`config.mk`:
```
export PLATFORM = sky130hd
export DESIGN_NAME = shadow_write_queue
export DESIGN_NICKNAME = d
export VERILOG_FILES = /design/src/rtl/shadow_write_queue.sv
export SDC_FILE = /design/constraint.sdc
export NUM_CORES = 1
export LEC_CHECK = 0
export BUFFER_PORTS_ARGS = -buffer_cell sky130_fd_sc_hd__buf_2
export CAP_MARGIN = 0
export CORE_ASPECT_RATIO = 1.5
export CORE_MARGIN = 8
export CORE_UTILIZATION = 25
export DETAILED_ROUTE_END_ITERATION = 6
export GPL_TIMING_DRIVEN = 0
export SYNTH_ARGS = -nofsm -noshare
export SYNTH_HDL_FRONTEND = slang
export SYNTH_SLANG_ARGS = --single-unit
export TNS_END_PERCENT = 20
```
`constraint.sdc`:
```
create_clock -name clk_logic -period 4.35 [get_ports clk_logic]
set_input_delay 0.2175 -clock clk_logic [delete_from_list [all_inputs] [get_ports clk_logic]]
set_output_delay 0.2175 -clock clk_logic [all_outputs]
set_load 0.005 [all_outputs]
```
`src/rtl/shadow_write_queue.sv`:
```
// Shadow-write queue: buffers filtered Apple II bus writes as byte-lane SDRAM word writes. Optional SHADOW_COALESCE_EN merges writes into the newest entry.
// Latency: a write accepted in cycle N is presented on mem_wr_o in cycle N+1 (first-word-fall-through).
// Backpressure: the head holds until mem_ready_i; pushes while full are dropped and counted (overflow_o, drop_count_o).
module shadow_write_queue #(
    parameter int   DEPTH             = 8,
    parameter int   BANK_BITS         = 1,
    parameter int   ADDR_WIDTH        = 21,
    parameter logic SHADOW_ALL_MEMORY = 1'b0
) (
    input  logic                   clk_logic,
    input  logic                   system_reset_n,
    input  logic                   bus_wr_i,
    input  logic [15:0]            bus_addr_i,
    input  logic [BANK_BITS-1:0]   bus_bank_i,
    input  logic [7:0]             bus_data_i,
    output logic                   mem_wr_o,
    output logic [ADDR_WIDTH-1:0]  mem_addr_o,
    output logic [31:0]            mem_data_o,
    output logic [3:0]             mem_byte_en_o,
    input  logic                   mem_ready_i,
    output logic [$clog2(DEPTH):0] fill_o,
    output logic                   overflow_o,
    output logic [7:0]             drop_count_o,
    input  logic                   status_clr_i
);

    localparam int PW = $clog2(DEPTH);
    localparam int CW = PW + 1;
    localparam logic [CW-1:0] FULL_CNT = CW'(DEPTH);

    typedef struct packed {
        logic [ADDR_WIDTH-1:0] addr;
        logic [31:0]           dat;
        logic [3:0]            be;
    } entry_t;

    entry_t                mem [DEPTH];
    logic [PW-1:0]         rd_ptr;
    logic [PW-1:0]         wr_ptr;
    logic [CW-1:0]         fill;
    logic [ADDR_WIDTH-1:0] word_addr;
    logic [1:0]            lane;
    entry_t                new_ent;
    logic                  in_window;
    logic                  accept;
    logic                  pop;
    logic                  full;
    logic                  merge;
    logic                  push;
    logic                  drop;
    logic                  wr_en;

    // Upper bank bits extend the word address above the 15-bit in-bank word index.
    generate
        if (BANK_BITS > 1) begin : g_bank
            always_comb begin
                word_addr                      = '0;
                word_addr[14:0]                = bus_addr_i[15:1];
                word_addr[15 +: BANK_BITS-1]   = bus_bank_i[BANK_BITS-1:1];
            end
        end else begin : g_nobank
            always_comb begin
                word_addr       = '0;
                word_addr[14:0] = bus_addr_i[15:1];
            end
        end
    endgenerate

    assign lane      = {bus_addr_i[0], bus_bank_i[0]};
    assign in_window = SHADOW_ALL_MEMORY
                    || ((bus_addr_i >= 16'h0400) && (bus_addr_i <= 16'h0BFF))
                    || ((bus_addr_i >= 16'h2000) && (bus_addr_i <= 16'h5FFF));

    always_comb begin
        new_ent      = '0;
        new_ent.addr = word_addr;
        new_ent.dat  = {4{bus_data_i}};
        new_ent.be   = 4'b0001 << lane;
    end

    assign accept = bus_wr_i && in_window;
    assign pop    = (fill != '0) && mem_ready_i;
    assign full   = (fill == FULL_CNT);

`ifdef SHADOW_COALESCE_EN
    logic [PW-1:0] last_ptr;
    assign last_ptr = wr_ptr - PW'(1);
    // A lone entry being popped this cycle cannot absorb the write; it pushes instead.
    assign merge = accept && (fill != '0) && (mem[last_ptr].addr == word_addr)
                && !(pop && (fill == CW'(1)));
`else
    assign merge = 1'b0;
`endif

    assign push  = accept && !merge;
    assign drop  = push && full && !pop;
    assign wr_en = push && !drop;

    always_ff @(posedge clk_logic) begin
        if (!system_reset_n) begin
            rd_ptr       <= '0;
            wr_ptr       <= '0;
            fill         <= '0;
            overflow_o   <= 1'b0;
            drop_count_o <= 8'd0;
        end else begin
            if (wr_en) wr_ptr <= wr_ptr + PW'(1);
            if (pop)   rd_ptr <= rd_ptr + PW'(1);
            case ({wr_en, pop})
                2'b10:   fill <= fill + CW'(1);
                2'b01:   fill <= fill - CW'(1);
                default: fill <= fill;
            endcase
            // A clear coinciding with a drop leaves exactly that one drop recorded.
            if (status_clr_i) begin
                overflow_o   <= drop;
                drop_count_o <= drop ? 8'd1 : 8'd0;
            end else if (drop) begin
                overflow_o <= 1'b1;
                if (drop_count_o != 8'hFF) drop_count_o <= drop_count_o + 8'd1;
            end
        end
    end

    always_ff @(posedge clk_logic) begin
        if (wr_en) mem[wr_ptr] <= new_ent;
`ifdef SHADOW_COALESCE_EN
        if (merge) begin
            mem[last_ptr].be                     <= mem[last_ptr].be | new_ent.be;
            mem[last_ptr].dat[{lane, 3'b000} +: 8] <= bus_data_i;
        end
`endif
    end

    assign mem_wr_o      = (fill != '0);
    assign mem_addr_o    = mem[rd_ptr].addr;
    assign mem_data_o    = mem[rd_ptr].dat;
    assign mem_byte_en_o = mem[rd_ptr].be;
    assign fill_o        = fill;

endmodule

```
# Word-level counts from Yosys, hierarchy flattened

Memory sizes are Yosys's and may differ from the RTL's. A register that Yosys moved wholly into a read port is not among the register bits.
Index checks and enable logic that the tools add are counted.

Memory bits (writable): 408
Register bits: 19
Input bits: 30
Logic and storage cells: 46
Memories: 1

Reduce and logical (&&, ||, !) cells: 15
Shift operators: 1
Magnitude comparators: 4
$add $sub $neg: 5
Mux-type cells: 11
Equal/unequal tests: 4

Memories:

| name | depth | bits a word | read ports | clocked after memory_dff | wr ports | RTL line | source |
|---|---|---|---|---|---|---|---|
| mem  | 8     | 51          | 1          | 1                        | 1        | 37       | `entry_t mem [DEPTH];` |

Operators by type and width:

| kind                                                                 | count |
|---|---|
| two-way mux 8 bit                                                    | 3 |
| greater-or-equal comparator 16 x 11 -> 1 bit (second input constant) | 1 |
| greater-or-equal comparator 16 x 14 -> 1 bit (second input constant) | 1 |
| less-or-equal comparator 16 x 12 -> 1 bit (second input constant)    | 1 |
| less-or-equal comparator 16 x 15 -> 1 bit (second input constant)    | 1 |
| adder 8 x 1 -> 8 bit (second input constant)                         | 1 |
| != test 8 bit (second input constant)                                | 1 |
| one-hot mux 4 bit (2 select lines)                                   | 1 |
| logical AND 1 bit                                                    | 7 |
| adder 3 x 1 -> 3 bit (second input constant)                         | 2 |
| two-way mux 3 bit                                                    | 2 |
| nonzero test 2 bit                                                   | 3 |
| two-way mux 1 bit                                                    | 5 |
| adder 4 x 1 -> 4 bit (second input constant)                         | 1 |
| == test 4 bit (second input constant)                                | 1 |
| nonzero test 4 bit                                                   | 1 |
| left shift 1 x 2 -> 4 bit (first input constant)                     | 1 |
| subtractor 4 x 1 -> 4 bit (second input constant)                    | 1 |
| == test 2 x 1 -> 1 bit (second input constant)                       | 1 |
| == test 2 bit (second input constant)                                | 1 |
| zero test 1 bit                                                      | 2 |
| AND reduction 2 bit                                                  | 1 |
| logical OR 1 bit                                                     | 1 |

# Logic depth before layout (Yosys ltp)

Depth in word-level cells: 10
Mapped depth: 9
Depth with buffers taken out: 9

# Least setup slack after synthesis

No wires, ideal clock.

Path type: input-to-reg
Start: in bus_addr_i[11]
End: mem mem[4][0] (netlist bit) (enable)
Setup slack: 0.159 ns
Arrival time: 3.702 ns
Data required time: 3.861 ns
Library setup time: 0.489 ns
Stages on the path: 4
Cells stage by stage: xor2_1 o311a_4 nand3_1 nor4b_1

Word-level cells in the longest chain between the ends: 10
Elaborated cells on any way between the ends: 14
Those cells by class: order compare (4); mux (2); reduce/logical (8)

RTL lines:

| what                                                                 | RTL line | source |
|---|---|---|
| start: declaration                                                   | 13       | `input logic [15:0] bus_addr_i,` |
| greater-or-equal comparator 16 x 11 -> 1 bit (tied with other cells) | 71       | `\|\| ((bus_addr_i >= 16'h0400) && (bus_addr_i <= 16'h0BFF))` |
| logical AND 1 bit (on tied branches)                                 | 71, 72   |  |
| logical OR 1 bit *                                                   | 72       | `\|\| ((bus_addr_i >= 16'h2000) && (bus_addr_i <= 16'h5FFF));` |
| logical AND 1 bit *                                                  | 81       | `assign accept = bus_wr_i && in_window;` |
| logical AND 1 bit (2 in a row)                                       | 96       | `assign drop = push && full && !pop;` |
| zero test 1 bit                                                      | 97       | `assign wr_en = push && !drop;` |
| logical AND 1 bit *                                                  | 97       |  |
| two-way mux 1 bit *                                                  | 126      | `if (wr_en) mem[wr_ptr] <= new_ent;` |
| two-way mux 1 bit (not written as such) *                            | 126      |  |
| end: declaration                                                     | 37       |  |

Every way passes the cells marked *; elsewhere a longest branch is shown, timed or not.

==> flow_summary.toml <==
[critical_path]
crit_path_max_fanout = 10
reg2reg_depth = 6
critPathLaunchType = "flop"
cp_slowest_stage_delay_ps = 620
critPathKind = "flop to primary output"
crit_cells = 6
crit_buf_inv = 4
path_cells = "clkbuf_1, clkbuf_1, mux4_2, mux2_2, buf_4, buf_2"
cp.arrival_ps = 2910
rr_endpoint = "mem[4][41]"
crit_path_frequent_cell = "clkbuf_1"
crit_end = "mem_data_o[11]"
end_kind = "primary output"
critPathRequiredTime_ps = 4130
r2r-start = "fill_o[1]"
r2r_slack_ps = 1700
cp_slowest_cell = "clkbuf_1"
crit_family = "buffers and inverters"

[die]
core-area_um2 = 38100
dieArea_um2 = 45000
io_pins = 101
start_util_pct = 25.16
die_h_um = 255.8
die_x_um = 175.9
rows = 88

[flow_run]
cap_violations = 0

[power]
ir_worst_vdd_v = 0.0003235
report.power.total_mw = 5.625
power_density_nw_per_um2 = 466.4
power.leakage_nw = 4.049

[cts]
cts-root-buf = "clkbuf_16"
cts_buffer_depth = 3
post_cts_buffers = 0
tritoncts = "done"
htree_levels = 1
clk_latency_ps = 520
cts_buffers = 26
cts_sinks = 238
ctsHoldBuffers = 21
clkTransAtPathRegs_ps = 60
cts-resized-gates = 0

[timing]
whs_ps = 14.13
fin_skew_ps = 7.001
fmax_mhz = 319.7
post-route-period-util_pct = 71.91
setup_viol = 0
finalHoldViolations = 0
maxSlewViolCount = 0
tightest_slew_ps = 1053
max-slew-margin-rel_pct = 29.62
period_needed_ps = 3128
rsz0062_at_grt = "no"

[final_layout]
nets = 698
fillers = 3767
area_growth_syn_to_layout_pct = 25.82
antenna_cells = 0
drive_gt1_share_pct = 43.70

[route]
routedWlPerCell_um = 17.94
avgViaCountPerCell = 4.287
via_count = 5046
first_pass_iters = 4
wirelength_mm = 21.12
drtAntennaViolNets = 0
drt_iter0_drc = 306
drc = 0

[synth]
synth_top_area_share_pct = 67.66
syn_area_um2 = 9587
synth-seq-cells = 238
synthCells = 487
ys_seq_area_share_pct = 72.25
yosysWarnings = 0
synthTopCellsByArea = "edfxtp_1 (68%), mux4_2 (13%), dfxtp_1 (4.6%)"
yosysUniqueCellTypes = 51
synth_largest_area_cell = "edfxtp_1"
avgSynthCellArea_um2 = 19.69

[global_routing]
antenna_found_initial = 0
track_usage_pct = 9.338
grt_overflow_total = 0
grt_pass1_wl_mm = 32.69
grt_pass1_vias = 5448
grt_max_degree = 23

[status]
outcome = "completed"

[min_path]
min_path_type = "input pin to flop"
min_path_cells = 1

[place]
dp_hpwl_mm = 14.65
port_buffers = 94
gp_congestion = 0.6908
[layout by cell type (no fill, tap or decap), drive strengths merged, types with 3 or more instances in the layout]
master | synthesis | layout
or4 | 5 | 5
mux4 | 54 | 54
ha | 5 | 5
nand3 | 11 | 11
nand2 | 15 | 15
conb | 1 | 6
and2 | 5 | 5
clkbuf | 11 | 42
dlygate4sd3 | 0 | 21
mux2 | 27 | 27
xnor2 | 4 | 4
edfxtp | 216 | 216
a21boi | 4 | 4
mux2i | 5 | 5
buf | 39 | 160
nor3 | 4 | 4
clkinv | 0 | 11
nor2b | 3 | 3
a21oi | 11 | 11
o31ai | 3 | 3
nor3b | 4 | 4
o21ai | 3 | 3
nor4b | 3 | 3
nor2 | 5 | 5
nand2b | 4 | 4
inv | 5 | 6
clkinvlp | 0 | 3
dfxtp | 22 | 22
[state kept, by name (all words and copies together), names as in the netlist, named ones only]
name and cells:
wr_ptr 3, drop_count_o 8, overflow_o 1, mem 216, rd_ptr 3, fill_o 4
[report_power, final]
group | internal [mW] | switching [mW] | total [mW]
clock | 1.26 | 0.881 | 2.14
sequential | 2.54 | 0.0357 | 2.57
combinational | 0.487 | 0.425 | 0.912
total | 4.28 | 1.34 | 5.63
[cell type report]
class / instances / area (µm²) / area share [%]
sequential: 238 / 6927 / 57.43
multi-input combinational: 199 / 2390 / 19.81
timing repair buffer: 142 / 948.4 / 7.863
clock buffer: 31 / 690.7 / 5.726
tap: 495 / 619.3 / 5.135
buffer: 50 / 316.6 / 2.624
clock inverter: 17 / 151.4 / 1.255
inverter: 5 / 18.77 / 0.1556
[synth_stat cells, drive strengths merged]
library cell  instances
clkbuf               11
ha                    5
o311a                 1
nand4                 1
a21boi                4
a21o                  1
dfxtp                22
and3                  2
nand4b                1
o21a                  1
nand3b                2
a21oi                11
o31ai                 3
nor4                  1
xor2                  1
a311o                 1
fa                    1
conb                  1
nor2b                 3
nor2                  5
nand2                15
nor4b                 3
nand2b                4
nor3b                 4
a211oi                1
inv                   5
and3b                 1
mux4                 54
or2                   1
mux2                 27
buf                  39
nand3                11
edfxtp              216
or4                   5
xnor2                 4
o41ai                 2
mux2i                 5
and2                  5
nor3                  4
o21ai                 3
[how the worst min path moves through the flow]
stage                         from         end  slack [ps]
floorplan            bus_data_i[0]  mem[0][28]         320
detailed placement      overflow_o  overflow_o         470
CTS                 bus_addr_i[10]  mem[7][45]           7
finish              bus_addr_i[10]  mem[0][45]          10
global route        bus_addr_i[10]  mem[2][45]          30
global placement        overflow_o  overflow_o         460
[metrics by stage]
step	TNS (ps)	setup slack [ps]	util [%]	std cells	cell area, µm²
after detailed placement	0	1295	28.90	1108	11010
after global routing	0	1075	31.66	1177	12060
final	0	1222	31.66	1177	12060
after floorplan	0	159.3	-	492	9605
after global placement	-402070	-3284	28.07	1081	10700
after CTS	0	1144	31.66	1177	12060
[logic make-up after synthesis]
logic type | count (synthesis) | share of synthesized area [%]
AO/OA/AOI/OAI | 28 | 2.297
XOR/XNOR | 5 | 0.4568
adder cells (fa/ha/maj) | 6 | 0.8614
buffers and inverters | 55 | 3.498
flip-flops | 238 | 72.25
multiplexers | 86 | 16.38
other | 1 | 0.03912
AND/OR/NAND/NOR | 68 | 4.216
[worst reg2reg max path: stages, from the launching register on]
cell and delay (ps):
dfxtp_1 450, nor3_2 80, nand3b_1 110, nand3_1 280, nor4b_2 950, buf_4 320, buf_4 170
[per-layer routing]
metal	global-route usage [%]	wire length (µm)	vias up
li1	-	-	2294
met1	10.93	8417	2591
met2	16.87	11210	136
met3	1.904	1117	25
met4	2.621	369	0
met5	0	0	-
Power figures use the tool's default switching activity.
